--- config.mk ---
export PLATFORM = sky130hd
export DESIGN_NAME = spi_slave_sync
export DESIGN_NICKNAME = d
export VERILOG_FILES = /design/src/rtl/spi_slave_sync.sv
export SDC_FILE = /design/constraint.sdc
export NUM_CORES = 1
export LEC_CHECK = 0
export ABC_CLOCK_PERIOD_IN_PS = 2000
export CAP_MARGIN = 15
export CORE_AREA = 2 2 85 87
export DETAILED_ROUTE_END_ITERATION = 7
export DIE_AREA = 0 0 87 89
export GPL_TIMING_DRIVEN = 0
export PLACE_DENSITY_LB_ADDON = 0.3
export SLEW_MARGIN = 40
export SYNTH_ARGS = -nofsm -noshare
export SYNTH_HDL_FRONTEND = slang
export SYNTH_SLANG_ARGS = --single-unit
--- constraint.sdc ---
create_clock -name clk -period 2 [get_ports clk]
set_input_delay 0.4 -clock clk [delete_from_list [all_inputs] [get_ports clk]]
set_output_delay 0.4 -clock clk [all_outputs]
set_load 0.02 [all_outputs]
--- src/rtl/spi_slave_sync.sv ---
`default_nettype none
// ============================================================================
// Module      : spi_slave_sync
// Description : SPI slave, single clock domain. sck/cs/mosi are oversampled
//               through 2-flop synchronizers; one-deep transmit queue.
// Revision    : 1.0 - initial release
// ============================================================================
module spi_slave_sync #(
    parameter bit         CPOL       = 1'b0,
    parameter bit         CPHA       = 1'b0,
    parameter logic [7:0] DEFAULT_TX = 8'hA5
) (
    input  logic       clk,
    input  logic       rst,
    input  logic       sck,
    input  logic       cs,
    input  logic       mosi,
    output logic       miso,
    input  logic [7:0] tx_data,
    input  logic       tx_valid,
    output logic       tx_ready,
    output logic [7:0] rx_data,
    output logic       rx_valid,
    output logic       busy,
    output logic       abort
);

    typedef enum logic [0:0] {
        IDLE  = 1'b0,
        SHIFT = 1'b1
    } state_t;

    state_t      state_q, state_d;
    logic        sck_s1_q, sck_s1_d, sck_s2_q, sck_s2_d, sck_prev_q, sck_prev_d;
    logic        cs_s1_q, cs_s1_d, cs_s2_q, cs_s2_d;
    logic        mosi_s1_q, mosi_s1_d, mosi_s2_q, mosi_s2_d;
    logic [1:0]  fill_q, fill_d;
    logic        armed_q, armed_d;
    logic [2:0]  bit_cnt_q, bit_cnt_d;
    logic [6:0]  shift_in_q, shift_in_d;
    logic [7:0]  shift_out_q, shift_out_d;
    logic        q_valid_q, q_valid_d;
    logic [7:0]  q_data_q, q_data_d;
    logic [7:0]  rx_data_q, rx_data_d;
    logic        rx_valid_q, rx_valid_d;
    logic        abort_q, abort_d;

    logic        w_sck_edge, w_lead, w_trail, w_sample, w_drive;
    logic        w_accept, w_load_tx;

    always_comb begin
        state_d     = state_q;
        sck_s1_d    = sck;
        sck_s2_d    = sck_s1_q;
        sck_prev_d  = sck_s2_q;
        cs_s1_d     = cs;
        cs_s2_d     = cs_s1_q;
        mosi_s1_d   = mosi;
        mosi_s2_d   = mosi_s1_q;
        fill_d      = {fill_q[0], 1'b1};
        armed_d     = armed_q;
        bit_cnt_d   = bit_cnt_q;
        shift_in_d  = shift_in_q;
        shift_out_d = shift_out_q;
        q_valid_d   = q_valid_q;
        q_data_d    = q_data_q;
        rx_data_d   = rx_data_q;
        rx_valid_d  = 1'b0;
        abort_d     = 1'b0;
        w_load_tx   = 1'b0;

        w_sck_edge = (sck_s2_q != sck_prev_q);
        w_lead     = w_sck_edge && (sck_prev_q == CPOL);
        w_trail    = w_sck_edge && (sck_prev_q != CPOL);
        w_sample   = CPHA ? w_trail : w_lead;
        w_drive    = CPHA ? w_lead  : w_trail;
        w_accept   = tx_valid && !q_valid_q;

        // The reset value of the cs synchronizer is fake; only a cs high that
        // has really propagated through the chain arms the slave.
        if (fill_q[1] && cs_s2_q) begin
            armed_d = 1'b1;
        end

        if (w_accept) begin
            q_valid_d = 1'b1;
            q_data_d  = tx_data;
        end

        case (state_q)
            IDLE: begin
                if (armed_q && !cs_s2_q) begin
                    state_d   = SHIFT;
                    bit_cnt_d = 3'd0;
                    w_load_tx = 1'b1;
                end
            end
            SHIFT: begin
                if (cs_s2_q) begin
                    state_d   = IDLE;
                    bit_cnt_d = 3'd0;
                    abort_d   = (bit_cnt_q != 3'd0);
                end else if (w_sample) begin
                    shift_in_d = {shift_in_q[5:0], mosi_s2_q};
                    bit_cnt_d  = bit_cnt_q + 3'd1;
                    if (bit_cnt_q == 3'd7) begin
                        rx_data_d  = {shift_in_q, mosi_s2_q};
                        rx_valid_d = 1'b1;
                        w_load_tx  = 1'b1;
                    end
                end else if (w_drive && (bit_cnt_q != 3'd0)) begin
                    // The drive edge at count 0 would skip bit 7 of a freshly loaded byte.
                    shift_out_d = {shift_out_q[6:0], 1'b0};
                end
            end
            default: state_d = IDLE;
        endcase

        if (w_load_tx) begin
            shift_out_d = q_valid_q ? q_data_q : (w_accept ? tx_data : DEFAULT_TX);
            q_valid_d   = 1'b0;
        end
    end

    always_ff @(posedge clk) begin
        if (rst) begin
            state_q     <= IDLE;
            sck_s1_q    <= CPOL;
            sck_s2_q    <= CPOL;
            sck_prev_q  <= CPOL;
            cs_s1_q     <= 1'b1;
            cs_s2_q     <= 1'b1;
            mosi_s1_q   <= 1'b0;
            mosi_s2_q   <= 1'b0;
            fill_q      <= 2'b00;
            armed_q     <= 1'b0;
            bit_cnt_q   <= 3'd0;
            shift_in_q  <= 7'd0;
            shift_out_q <= 8'd0;
            q_valid_q   <= 1'b0;
            q_data_q    <= 8'd0;
            rx_data_q   <= 8'd0;
            rx_valid_q  <= 1'b0;
            abort_q     <= 1'b0;
        end else begin
            state_q     <= state_d;
            sck_s1_q    <= sck_s1_d;
            sck_s2_q    <= sck_s2_d;
            sck_prev_q  <= sck_prev_d;
            cs_s1_q     <= cs_s1_d;
            cs_s2_q     <= cs_s2_d;
            mosi_s1_q   <= mosi_s1_d;
            mosi_s2_q   <= mosi_s2_d;
            fill_q      <= fill_d;
            armed_q     <= armed_d;
            bit_cnt_q   <= bit_cnt_d;
            shift_in_q  <= shift_in_d;
            shift_out_q <= shift_out_d;
            q_valid_q   <= q_valid_d;
            q_data_q    <= q_data_d;
            rx_data_q   <= rx_data_d;
            rx_valid_q  <= rx_valid_d;
            abort_q     <= abort_d;
        end
    end

    assign busy     = (state_q == SHIFT);
    assign miso     = busy && shift_out_q[7];
    assign tx_ready = !q_valid_q;
    assign rx_data  = rx_data_q;
    assign rx_valid = rx_valid_q;
    assign abort    = abort_q;

endmodule
`default_nettype wire

**Word level (Yosys, flattened, before mapping)**

Cells that the tools add are included.

- Output and inout bits: 13
- Flip-flop bits (word level): 48

- Bitwise operators: 3
- Eq/ne operators: 6
- Reduce and logical (&&, ||, !) cells: 19
- Add/sub/neg operators: 1
- Muxes and demuxes: 19

Operator list:

| cell | count |
|---|---|
| $mux 8 | 7 |
| $mux 3 | 3 |
| $reduce_and 4->1 | 2 |
| $logic_and 1x1->1 | 7 |
| $mux 1 | 6 |
| $pmux 3 s2 | 1 |
| $ne 2x1->1 const B | 2 |
| $pmux 1 s2 | 2 |
| $reduce_bool 2->1 | 2 |
| $reduce_or 2->1 | 2 |
| $add 3x1->3 const B | 1 |
| $eq 3x3->1 const B | 1 |
| $ne 3x1->1 const B | 1 |
| $not 1->1 | 3 |
| $reduce_and 3->1 | 1 |
| $reduce_bool 3->1 | 1 |
| $reduce_or 3->1 | 1 |
| $logic_not 1->1 | 2 |
| $ne 2x2->1 const B | 1 |
| $reduce_and 2->1 | 1 |
| $ne 1x1->1 | 1 |

**Depth between registers and ports, before layout**

Gate-level depths: netlist of run 1.

- Depth after elaboration: 8
- Mapped depth: 8

**Worst setup path before layout of run 1**

Ideal clock, no wire load.

- Path type: register to register
- From: register bit_cnt_q[0]
- To: register shift_out_q[6]
- Buffers on the path: 2
- Arrival: 1.566 ns
- Setup slack: 0.316 ns
- Cell stages (with the launch flop): 9
- Setup time: 0.117 ns
- Cell sequence: dfxtp_1 > ha_1 > ha_1 > buf_4 > nand4b_4 > and2_4 > buf_6 > a21o_4 > a32o_2

- Word-level cells in the longest chain between the ends: 7

Ends and longest elaborated chain:

| item | line | RTL |
|---|---|---|
| start, declared | 39 | `logic [2:0] bit_cnt_q, bit_cnt_d;` |
| start signal, assigned | 156 | `bit_cnt_q <= bit_cnt_d;` |
| $eq 3x3->1 | 106 | `if (bit_cnt_q == 3'd7) begin` |
| $mux 1 | 106 |  |
| $mux 1 (2 in a row) | n/a |  |
| $pmux 1 s2 | 90 | `case (state_q)` |
| $ne 2x1->1 (no source line) or $reduce_bool 2->1 (tied branches) | n/a |  |
| $reduce_and 4->1 (no source line) | n/a |  |
| end signal, assigned | 158 | `shift_out_q <= shift_out_d;` |
| end, declared | 41 | `logic [7:0] shift_out_q, shift_out_d;` |

Parallel ways exist; a longest one is shown, timed or not.
A chain may end at the register's enable or synchronous reset.

**Worst setup path after layout of run 1**

- From: register bit_cnt_q[0]
- To: register shift_out_q[2]

The elaborated chain is that of the path after synthesis.

==> results_dict.tcl, run 1 <==
set metrics [dict create \
    synth_area_per_cell_um2 8.69 \
    cap_viol_max_count 0 \
    worstMarginPinSlew_ns 0.524 \
    start_kind "flip-flop" \
    power.density_mw_per_mm2 745 \
    via_per_inst 4.75 \
    clock-sinks 48 \
    grt_use_total_pct 11.9 \
    relSlewSlack_pct 65.1 \
    power_leakage_nw 0.897 \
    synthArstFlopShare_pct 0 \
    period_share_pct 91.8 \
    min_path_type "reg -> reg" \
    firstDrtPassIters 4 \
    drive_above_1_share_pct 9.20 \
    worst_path_max_delay_cell "dfxtp_1" \
    endpoint_kind "flip-flop" \
    io_buffers 25 \
    die_x_um 87 \
    syn_inst 228 \
    hold_viol 0 \
    drc 0 \
    die_y_um 89 \
    grt_setup_unrepaired "false" \
    area_delta_synth_final_pct 23.5 \
    period_needed_ns 1.84 \
    slowest_delay_ns 0.37 \
    vias 1621 \
    diodes 0 \
    critical_path_class "reg -> reg" \
    core_area_mm2 0.00672 \
    wl_mm 4.29 \
    cts_tree "built" \
    synth_top_cell_by_area "dfxtp_1" \
    slew_viol_final 0 \
    initial_core_util_pct 29.5 \
    wire_per_inst_um 12.6 \
    insertion_delay_ns 0.30 \
    rows 30 \
    antenna_found_initial 0 \
    syn_area_mm2 0.00198 \
    outcome "completed" \
    synth_cell_type_count 32 \
    place_hpwl_mm 3.07 \
    yosys_warnings 0 \
    synth_top_area_share_pct 48.5 \
    drtIter0Drc 111 \
    grt_max_degree 16 \
    ys_top_cells_by_area "dfxtp_1 (48%), nand2_1 (8.9%), a21oi_1 (6.8%), mux2i_1 (3.5%), nand3_1 (3.5%)" \
    cts.clk_slew.worst_paths_ns 0.09 \
    synth-edff-count 0 \
    place_ws_ns 0.00517 \
    cpLargestDelayFamily "compound AO/OA/AOI/OAI gates" \
    n_fill_cell 682 \
    final_common_cell "dfxtp_1" \
    fmax_ghz 0.544 \
    crit_top_cell "ha_1" \
    required_ns 2.21 \
    dieArea_mm2 0.00774 \
    root_buffer "clkbuf_8" \
    synth-main-ff-cell "dfxtp_1" \
    cts.htree.levels 2 \
    worstPathCellList "ha_1, ha_1, buf_4, nand4b_4, and2_4, buf_6, a21o_4, a221oi_1" \
    tns_ns 0 \
    ys_seq_area_share_pct 48.5 \
    setup_viol 0 \
    nets 277 \
    synth_nets 245 \
    vdd_drop_max_mv 0.275 \
    io_pins 27 \
    finalWeightedCongestion 0.765 \
    grt_pass1_wl_mm 7.23 \
    path_max_fanout 10 \
    layout_common_cells "dfxtp_1 (48), nand2_1 (47), a21oi_1 (27)" \
    grt_overflow 0 \
    clock_path_buffers 2 \
    arrival_ns 2.04 \
    skew_ns 0.00977 \
    crit_buf_inv 2 \
    cts_buffers 5 \
    setup_ws_ns 0.163 \
    ant_nets 0 \
    grt_pass1_vias 1500 \
    ys_ff_latch 48 \
]
[registers in the layout, summed over array words and instances, names as in the netlist]
| signal | cells |
|---|---|
| bit_cnt_q | 3 |
| sck_s1_q | 1 |
| armed_q | 1 |
| abort | 1 |
| sck_prev_q | 1 |
| mosi_s1_q | 1 |
| rx_data | 8 |
| fill_q | 2 |
| q_valid_q | 1 |
| sck_prev_d | 1 |
| q_data_q | 8 |
| cs_s2_q | 1 |
| shift_out_q | 8 |
| mosi_s2_q | 1 |
| rx_valid | 1 |
| busy | 1 |
| cs_s1_q | 1 |
| shift_in_q | 7 |
[metal layers]
| metal | GRT usage (%) | share of wire [%] | vias up |
|---|---|---|---|
| met3 | 3.23 | 4.1 | 7 |
| li1 | - | - | 842 |
| met4 | 3.55 | 2.0 | 0 |
| met2 | 18.7 | 44 | 30 |
| met1 | 15.9 | 50 | 742 |
| met5 | 0 | 0 | - |
[cell type report]
class                      instances  area [µm²]  share of cell area [%]
timing repair buffer              25         251                    10.3
inverter                          10        37.5                    1.53
tap                               80         100                    4.09
clock inverter                     3        42.5                    1.74
multi-input combinational        155         902                    36.9
buffer                            15        83.8                    3.43
sequential                        48         961                    39.3
clock buffer                       5        68.8                    2.81
[through the flow]
stage          area, µm²  utilization (%)  power [mW]  cells  hold WS (ns)
2_1_floorplan       1980                -        1.09    228         0.389
3_3_place_gp        2330             34.7        1.14    333         0.395
3_5_place_dp        2330             34.7        1.14    333         0.397
4_1_cts             2440             36.4        1.85    341         0.417
5_1_grt             2450             36.4        1.91    341         0.442
6_report            2450             36.4        1.82    341         0.415
[where the power goes]
part | switching [mW] | total, mW | leakage [nW] | internal, mW
combinational | 0.0708 | 0.131 | 0.452 | 0.0597
clock | 0.333 | 0.703 | 0.0541 | 0.370
sequential | 0.0124 | 0.989 | 0.390 | 0.976
total | 0.416 | 1.82 | 0.897 | 1.41
[path summary, 6_finish.rpt]
check                   endpoint  cells past startpoint  slack, ns    startpoint
setup / recovery  shift_out_q[2]                      8       0.16  bit_cnt_q[0]
hold / removal           cs_s2_q                      1       0.41       cs_s1_q
setup reg to reg  shift_out_q[2]                      8       0.16  bit_cnt_q[0]
hold reg to reg          cs_s2_q                      1       0.41       cs_s1_q
[what timing repair did]
item                                    CTS  global route
endpoints found under the setup margin    1             1
resized for setup                         1             2
hold buffers                              0             0
buffers inserted                          0             0
[Yosys cell counts, drive strengths merged, types with 3 or more instances]
master,instances
nand3b,4
a21oi,28
a22oi,4
a32o,4
nand2,47
mux2i,7
nand3,14
nor2,11
or2,3
a221oi,6
dfxtp,48
buf,8
inv,10
nor2b,10
ha,3
clkbuf,7
nand4b,3
[worst register-to-register path, cell delays in order, from the launching register on]
cell,delay [ns]
dfxtp_1,0.37
ha_1,0.17
ha_1,0.14
buf_4,0.18
nand4b_4,0.11
and2_4,0.15
buf_6,0.12
a21o_4,0.22
a221oi_1,0.28
[logic make-up after synthesis]
kind of cell / Yosys count / synth area share [%]
compound gates: 46 / 15.3
fa+ha+maj: 3 / 1.89
buf+inv: 25 / 6.00
flops: 48 / 48.5
mux: 7 / 3.54
simple gates: 99 / 24.7
Note: power is estimated with default switching activity, not from simulation.
==> run 2: changes to the inputs <==
- CORE_AREA: 2 2 85 87 -> 2 2 65 67
- DIE_AREA: 0 0 87 89 -> 0 0 67 69
==> run 2 against run 1 <==
Effect of this change:
- register-to-register slack better by 0.03 ns
- clock skew down 0.0031 ns
- combinational power about the same
- design area down 1.6%
- global-route usage up 8.0 points
- total power down 0.75%
- routed wire length down 5.7%
- largest power group unchanged
- highest routed layer unchanged
==> results_dict.tcl, run 2 (synthesized netlist as in run 1, its figures left out) <==
set metrics [dict create \
    rows 23 \
    min_path_type "reg -> reg" \
    grt_pass1_wl_mm 7.07 \
    postCtsSetupBuffers 0 \
    slew_viol_final 0 \
    via_per_inst 5.25 \
    startpoint "bit_cnt_q[0]" \
    hold_start "cs_s1_q" \
    clock-sinks 48 \
    io_pins 27 \
    skew_ns 0.00669 \
    power_leakage_nw 0.909 \
    drc 0 \
    cts_resized 0 \
    cap_viol_max_count 0 \
    worstMarginPinSlew_ns 0.519 \
    total_power_mw 1.81 \
    r2r_start "bit_cnt_q[0]" \
    die_x_um 67 \
    crit_top_cell "ha_1" \
    grt_pass1_vias 1561 \
    wl_mm 4.05 \
    drive_above_1_share_pct 9.23 \
    antenna_found_initial 0 \
    vdd_drop_max_mv 0.563 \
    ant_nets 0 \
    setup_viol 0 \
    start_kind "flip-flop" \
    arrival_ns 2.02 \
    finalWeightedCongestion 0.814 \
    finalInstanceArea_mm2 0.00241 \
    layout_common_cells "dfxtp_1 (48), nand2_1 (47), a21oi_1 (27)" \
    critical_path_class "reg -> reg" \
    endpoint_kind "flip-flop" \
    cts.htree.levels 2 \
    outcome "completed" \
    firstDrtPassIters 4 \
    clock_path_buffers 2 \
    worstPathCellList "ha_1, ha_1, buf_4, nand4b_4, and2_4, buf_6, a21o_4, a221oi_1" \
    drtIter0Drc 79 \
    wire_per_inst_um 13.0 \
    grt_use_total_pct 19.8 \
    core_area_mm2 0.00391 \
    place_ws_ns 0.0305 \
    period_share_pct 90.5 \
    fmax_ghz 0.553 \
    root_buffer "clkbuf_8" \
    grt_setup_unrepaired "false" \
    dieArea_mm2 0.00462 \
    final_common_cell "dfxtp_1" \
    cts_hold_buf 0 \
    cts_tree "built" \
    place_hpwl_mm 2.88 \
    tns_ns 0 \
    relSlewSlack_pct 65.4 \
    insertion_delay_ns 0.30 \
    diodes 0 \
    postPlaceCellArea_mm2 0.00229 \
    hold_viol 0 \
    setup_ws_ns 0.190 \
    cts.clk_slew.worst_paths_ns 0.08 \
    initial_core_util_pct 50.6 \
    io_buffers 25 \
    path_max_fanout 10 \
    cts_buffers 5 \
    slowest_delay_ns 0.36 \
    area_delta_synth_final_pct 21.5 \
    power.density_mw_per_mm2 751 \
    period_needed_ns 1.81 \
    grt_max_degree 16 \
    die_y_um 69 \
    vias 1626 \
    required_ns 2.21 \
    nets 276 \
    worst_path_max_delay_cell "dfxtp_1" \
    grt_overflow 0 \
]
run 2: cell types whose count changed in the layout (fill, tap and decap cells not counted):
cell	before	now
clkbuf_4	1	0
dlygate4sd2_1	1	0
dlymetal6s2s_1	1	2
clkbuf_1	7	6
buf_2	4	5
run 2: final cells by class:
type,count,area [µm²]
Buffer,14,77.6
Clock buffer,5,68.8
Clock inverter,3,42.5
Fill cell,373,1510
Inverter,10,37.5
Multi-Input combinational cell,155,902
Sequential cell,48,961
Tap cell,50,62.6
Timing Repair Buffer,25,255
run 2: path summary, 6_finish.rpt:
| path | end | depth (start not counted) | slack (ns) |
|---|---|---|---|
| worst max-delay path | shift_out_q[2] | 8 | 0.19 |
| worst min-delay path | cs_s2_q | 1 | 0.42 |
| worst max register to register | shift_out_q[2] | 8 | 0.19 |
| worst min register to register | cs_s2_q | 1 | 0.42 |
run 2: layer usage:
layer	vias to the layer above	global-route usage, %	part of all wire, %
li1	838	-	-
met3	6	5.22	5.1
met1	748	27.1	46
met2	34	30.4	47
met4	0	6.12	1.5
met5	-	0	0
run 2: worst max-delay path, delay by kind of cell, from the launching register on:
kind            cells  cell delay (ns)
compound gates      2             0.50
flops               1             0.36
fa+ha+maj           2             0.31
buf+inv             2             0.29
simple gates        2             0.26
run 2: where the power goes:
part	leakage (nW)	switching [mW]	internal (mW)
Sequential	0.390	0.0128	0.976
Combinational	0.465	0.0700	0.0590
Clock	0.0541	0.321	0.370
run 2: metrics by stage:
step | hold WS, ns | utilization [%] | instances
floorplan | 0.389 | - | 228
global placement | 0.392 | 58.6 | 303
detailed placement | 0.406 | 58.6 | 303
CTS | 0.426 | 61.5 | 311
global route | 0.456 | 61.5 | 310
finish | 0.420 | 61.5 | 310
==> run 3: changes to the inputs <==
- CAP_MARGIN: 15 -> 40
- HOLD_SLACK_MARGIN: not set -> 0.02
==> results of run 3 <==
No change in the layout: final DEF, timing and power equal those of run 2.
